[config.mk]
export PLATFORM = sky130hd
export DESIGN_NAME = instr_encoder_loader
export DESIGN_NICKNAME = d
export VERILOG_FILES = /design/src/rtl/instr_encoder_loader.sv
export SDC_FILE = /design/constraint.sdc
export NUM_CORES = 1
export LEC_CHECK = 0
export ABC_AREA = 1
export CAP_MARGIN = 15
export CORE_ASPECT_RATIO = 0.75
export CORE_UTILIZATION = 50
export DETAILED_ROUTE_END_ITERATION = 8
export GPL_TIMING_DRIVEN = 1
export PLACE_DENSITY = 0.86
export REMOVE_ABC_BUFFERS = 1
export SLEW_MARGIN = 20
export SYNTH_ARGS = -nofsm -noshare
export SYNTH_HDL_FRONTEND = slang
export SYNTH_SLANG_ARGS = --single-unit
[constraint.sdc]
create_clock -name clk -period 2.3 [get_ports clk]
set_input_delay 0.575 -clock clk [delete_from_list [all_inputs] [get_ports clk]]
set_output_delay 0.575 -clock clk [all_outputs]
set_load 0.005 [all_outputs]
[src/rtl/instr_encoder_loader.sv]
// instr_encoder_loader: turns symbolic instruction requests (kind, ALU op,
// registers, immediate) into RV32I machine words and writes them one by one
// into instruction memory starting at BASE_ADDR.
// Optional macro READBACK_CHECK_EN adds a verify cycle that compares the
// memory read-back with the written word (imem_rdata in, sticky mismatch out).
// Timing: if the request is accepted in cycle 0, ENC is cycle 1 and the
// write strobe (or the err pulse for an illegal request) is seen in cycle 2.
module instr_encoder_loader #(
  parameter int ADDR_W    = 8,
  parameter int BASE_ADDR = 0
) (
  input  logic              clk,
  input  logic              reset,
  input  logic              start,
  input  logic              req_valid,
  output logic              req_ready,
  input  logic [2:0]        req_kind,
  input  logic [2:0]        req_aluop,
  input  logic [4:0]        req_rd,
  input  logic [4:0]        req_rs1,
  input  logic [4:0]        req_rs2,
  input  logic [31:0]       req_imm,
`ifdef READBACK_CHECK_EN
  input  logic [31:0]       imem_rdata,
  output logic              mismatch,
`endif
  output logic              imem_we,
  output logic [ADDR_W-1:0] imem_addr,
  output logic [31:0]       imem_wdata,
  output logic              busy,
  output logic              err,
  output logic [ADDR_W:0]   count,
  output logic              full
);

  localparam logic [1:0] IDLE = 2'd0;
  localparam logic [1:0] ENC  = 2'd1;
  localparam logic [1:0] WR   = 2'd2;
`ifdef READBACK_CHECK_EN
  localparam logic [1:0] VFY  = 2'd3;
`endif

  localparam logic [ADDR_W-1:0] BASE = ADDR_W'(BASE_ADDR);
  localparam logic [ADDR_W:0]   CAP  = {1'b1, {ADDR_W{1'b0}}};

  logic [1:0]        state;
  logic [ADDR_W-1:0] ptr;
  logic [ADDR_W:0]   cnt;
  logic [31:0]       word;

  // request captured at the handshake, encoded during ENC
  logic [2:0]  r_kind, r_aluop;
  logic [4:0]  r_rd, r_rs1, r_rs2;
  logic [31:0] r_imm;

  logic signed [31:0] simm;
  logic [2:0]  f3;
  logic [6:0]  f7;
  logic        alu_ok, imm12_ok, legal;
  logic [31:0] enc_word;

  assign simm     = r_imm;
  assign full     = (cnt == CAP);
  assign req_ready = (state == IDLE) & ~full & ~start;
  // a request killed by start/reset in its write cycle must not reach memory
  assign imem_we  = (state == WR) & ~start & ~reset;
  assign imem_addr  = ptr;
  assign imem_wdata = word;
  assign busy     = (state != IDLE);
  assign count    = cnt;

  // field encoding and legality of the captured request
  always_comb begin
    f3       = 3'b000;
    f7       = 7'b0000000;
    alu_ok   = 1'b1;
    legal    = 1'b1;
    enc_word = 32'h0;
    case (r_aluop)
      3'd0: f3 = 3'b000;
      3'd1: begin f3 = 3'b000; f7 = 7'b0100000; end
      3'd2: f3 = 3'b111;
      3'd3: f3 = 3'b110;
      3'd4: f3 = 3'b010;
      default: alu_ok = 1'b0;
    endcase
    imm12_ok = (simm >= -32'sd2048) && (simm <= 32'sd2047);
    case (r_kind)
      3'd0: begin
        enc_word = {f7, r_rs2, r_rs1, f3, r_rd, 7'b0110011};
        legal    = alu_ok;
      end
      3'd1: begin
        enc_word = {r_imm[11:0], r_rs1, f3, r_rd, 7'b0010011};
        legal    = alu_ok && (r_aluop != 3'd1) && imm12_ok;
      end
      3'd2: begin
        enc_word = {r_imm[11:0], r_rs1, 3'b010, r_rd, 7'b0000011};
        legal    = imm12_ok;
      end
      3'd3: begin
        enc_word = {r_imm[11:5], r_rs2, r_rs1, 3'b010, r_imm[4:0], 7'b0100011};
        legal    = imm12_ok;
      end
      3'd4: begin
        enc_word = {r_imm[12], r_imm[10:5], r_rs2, r_rs1, 3'b000,
                    r_imm[4:1], r_imm[11], 7'b1100011};
        legal    = (simm >= -32'sd4096) && (simm <= 32'sd4094) && !r_imm[0];
      end
      3'd5: begin
        enc_word = {r_imm[20], r_imm[10:1], r_imm[11], r_imm[19:12],
                    r_rd, 7'b1101111};
        legal    = (simm >= -32'sd1048576) && (simm <= 32'sd1048574) && !r_imm[0];
      end
      default: legal = 1'b0;
    endcase
  end

  // load sequencer: accept, encode, write, advance pointer and count
  always_ff @(posedge clk) begin
    if (reset) begin
      state   <= IDLE;
      ptr     <= BASE;
      cnt     <= '0;
      word    <= '0;
      err     <= 1'b0;
      r_kind  <= '0;
      r_aluop <= '0;
      r_rd    <= '0;
      r_rs1   <= '0;
      r_rs2   <= '0;
      r_imm   <= '0;
`ifdef READBACK_CHECK_EN
      mismatch <= 1'b0;
`endif
    end else if (start) begin
      state <= IDLE;
      ptr   <= BASE;
      cnt   <= '0;
      err   <= 1'b0;
`ifdef READBACK_CHECK_EN
      mismatch <= 1'b0;
`endif
    end else begin
      err <= 1'b0;
      case (state)
        IDLE: if (req_valid && req_ready) begin
          r_kind  <= req_kind;
          r_aluop <= req_aluop;
          r_rd    <= req_rd;
          r_rs1   <= req_rs1;
          r_rs2   <= req_rs2;
          r_imm   <= req_imm;
          state   <= ENC;
        end
        ENC: begin
          word <= enc_word;
          if (legal) state <= WR;
          else begin
            state <= IDLE;
            err   <= 1'b1;
          end
        end
`ifdef READBACK_CHECK_EN
        WR: state <= VFY;
        VFY: begin
          if (imem_rdata != word) begin
            mismatch <= 1'b1;
            err      <= 1'b1;
          end
          ptr   <= ptr + 1'b1;
          cnt   <= cnt + 1'b1;
          state <= IDLE;
        end
`else
        WR: begin
          ptr   <= ptr + 1'b1;
          cnt   <= cnt + 1'b1;
          state <= IDLE;
        end
`endif
        default: state <= IDLE;
      endcase
    end
  end

endmodule

==> results.json <==
{
  "vias_per_cell": 5.44,
  "start_util_pct": 52.8,
  "hold_depth": 2,
  "peakVddDrop_mv": 0.352,
  "antenna_found_initial": 0,
  "drc_errors": 0,
  "cp-end-kind": "register",
  "h-tree-depth": 3,
  "ys_ff_latch": 103,
  "grt_pass1_wl_um": 20300,
  "start_kind": "register",
  "synth_top_area_cell": "dfxtp_1",
  "fin_crit_ns": 2.18,
  "power_density_nw_per_um2": 621,
  "max_freq_mhz": 459,
  "finalHoldViolCount": 0,
  "overflow": 0,
  "cp_slowest_cell": "dfxtp_2",
  "max_cap_viol_count": 0,
  "whs_ns": 0.459,
  "multi_input_area_um2": 2080,
  "drtAntennaViolNets": 0,
  "path_buf_inv": 6,
  "clk_pin_slew_ns": 0.08,
  "yosysWarnings": 0,
  "yosysUniqueCellTypes": 32,
  "timing.final.crit_share_pct": 94.6,
  "worst_path_most_repeated_cell": "buf_4",
  "clk_latency_ns": 0.35,
  "crit_chain": "inv_2 -> ha_2 -> nand2_1 -> nor3_2 -> nand4_1 -> buf_4 -> buf_4 -> buf_4 -> buf_4 -> nand3_4 -> buf_12 -> o21ai_0 -> a21oi_1",
  "die_area_um2": 9600,
  "drive_gt1_share_pct": 11.2,
  "io_buffers": 110,
  "synth_area_um2": 4600,
  "drt_first_pass_iters": 5,
  "cts_hold_buf": 0,
  "crit_family": "buffers and inverters",
  "placed_area_um2": 5790,
  "die_height_um": 85.1,
  "min_path_type": "register to register",
  "final_cell_mix": "nand2_1 (129), clkdlybuf4s50_1 (105), dfxtp_1 (101)",
  "io_pins": 111,
  "dp_hpwl_um": 8890,
  "rows": 29,
  "regToRegSetupSlack_ns": 0.12,
  "syn_inst": 646,
  "routed_wl_um": 13700,
  "clk_path_buf_depth": 2,
  "worst_slack_ns": 0.123,
  "wire_per_inst_um": 15.6,
  "tightest_slew_ns": 0.710,
  "ys_seq_area_share_pct": 44.8,
  "core_area_um2": 8710,
  "fillCellCount": 682,
  "place_ws_ns": -0.203,
  "crit_type": "register to register",
  "rsz0062_at_grt": "false",
  "area_growth_pct": 37.9,
  "max_stage_delay_ns": 0.33,
  "avgSynthCellArea_um2": 7.12,
  "grt_pass1_vias": 4300,
  "status": "completed",
  "antennaDiodeCount": 0,
  "cts_sinks": 103,
  "setup_violations": 0,
  "gp_congestion": 0.866,
  "tritoncts": "yes",
  "slew_headroom_pct": 52.6,
  "final_common_cell": "nand2_1",
  "netlist.area_leader.share_pct": 44.8,
  "die_w_um": 113,
  "design_area_um2": 6340,
  "grt_max_degree": 59,
  "critPathRequiredTime_ns": 2.57,
  "cp_max_fo": 7,
  "clockRootBuffer": "clkbuf_16",
  "grtUsageTotal_pct": 26.7,
  "drtIter0Drc": 446,
  "cts_buffers": 9,
  "arrival_ns": 2.44,
  "rr_worst_depth": 13,
  "final_nets": 824,
  "num_vias": 4774,
  "power.leakage_nw": 2.41,
  "skew_ns": 0.0129,
  "regArea_um2": 2070,
  "ys_top_cells_by_area": "dfxtp_1 (45%), nand2_1 (11%), a21oi_1 (9.7%)",
  "drv_slew": 0,
  "cp_num_cells": 13
}
[layer usage]
layer | GRT usage, % | vias up | part of all wire [%]
li1 | - | 2336 | -
met1 | 35.7 | 2194 | 46
met2 | 42.6 | 215 | 45
met3 | 5.86 | 29 | 7.1
met4 | 9.94 | 0 | 1.9
met5 | 0 | - | 0
[tightest hold or removal path, stage by stage (launching register included)]
cell	delay [ns]
dfxtp_1	0.30
inv_1	0.06
a21oi_1	0.05
[cell families (layout without fill, tap and decap cells)]
logic type | count (synthesis) | count (layout) | synth area share (%)
fa+ha+maj | 3 | 3 | 0.816
simple gates | 222 | 223 | 20.7
buf+inv | 120 | 242 | 10.7
xor+xnor | 1 | 1 | 0.190
compound gates | 197 | 197 | 22.8
flops | 103 | 103 | 44.8
[Yosys cell counts (all sizes together)]
cell type  count
nor4           1
clkbuf        12
ha             3
nand3         17
a21oi         98
nor2          57
nor4b          1
o221ai         2
buf           19
a31oi          1
dfxtp        103
o21a           1
xor2           1
inv           89
nand4          2
o22ai         15
o21ai         80
nor3b          1
nand2        131
nor3          11
and2           1
[repair_timing]
action,4_1_cts,5_1_grt
cloned,0,8
setup buffers,10,2
pin swaps,2,2
endpoints found under the hold margin,0,0
gates resized for setup,10,13
endpoints found under the setup margin,3,55
[flip-flops by register name, indices dropped and copies added, names as in the netlist, 5 cells and up]
signal	count
imem_wdata	30
r_imm	32
count	9
imem_addr	8
r_rs1	5
r_rd	5
r_rs2	5
[power breakdown]
part	total (W)	leakage, nW	switching (W)	internal, W
Clock	0.00145	0.138	0.000703	0.000748
Sequential	0.00191	0.842	0.0000519	0.00186
Combinational	0.000577	1.43	0.000316	0.000261
[final timing paths]
kind | from | to
worst max register to register | count[1] | r_aluop[1]
worst min-delay path | r_rd[3] | r_rd[3]
worst min register to register | r_rd[3] | r_rd[3]
worst max-delay path | count[1] | r_aluop[1]
[through the flow]
step | power (W) | cells | setup TNS, ns | utilization (%)
floorplan | 0.00222 | 615 | -10.41 | -
global placement | 0.00244 | 843 | -0.282 | 66.5
detailed placement | 0.00246 | 843 | -0.302 | 66.5
CTS | 0.00389 | 869 | -0.00867 | 70.7
global route | 0.00409 | 877 | 0 | 72.9
finish | 0.00394 | 877 | 0 | 72.9
[layout make-up]
| class | instances | area share (%) |
|---|---|---|
| well taps | 108 | 2.13 |
| flip-flops and latches | 103 | 32.6 |
| clock inverters | 7 | 0.868 |
| clock buffers | 9 | 3.55 |
| inverters | 89 | 5.27 |
| multi-input cells | 424 | 32.9 |
| repair buffers | 137 | 22.8 |
(Power assumes the default switching activity.)
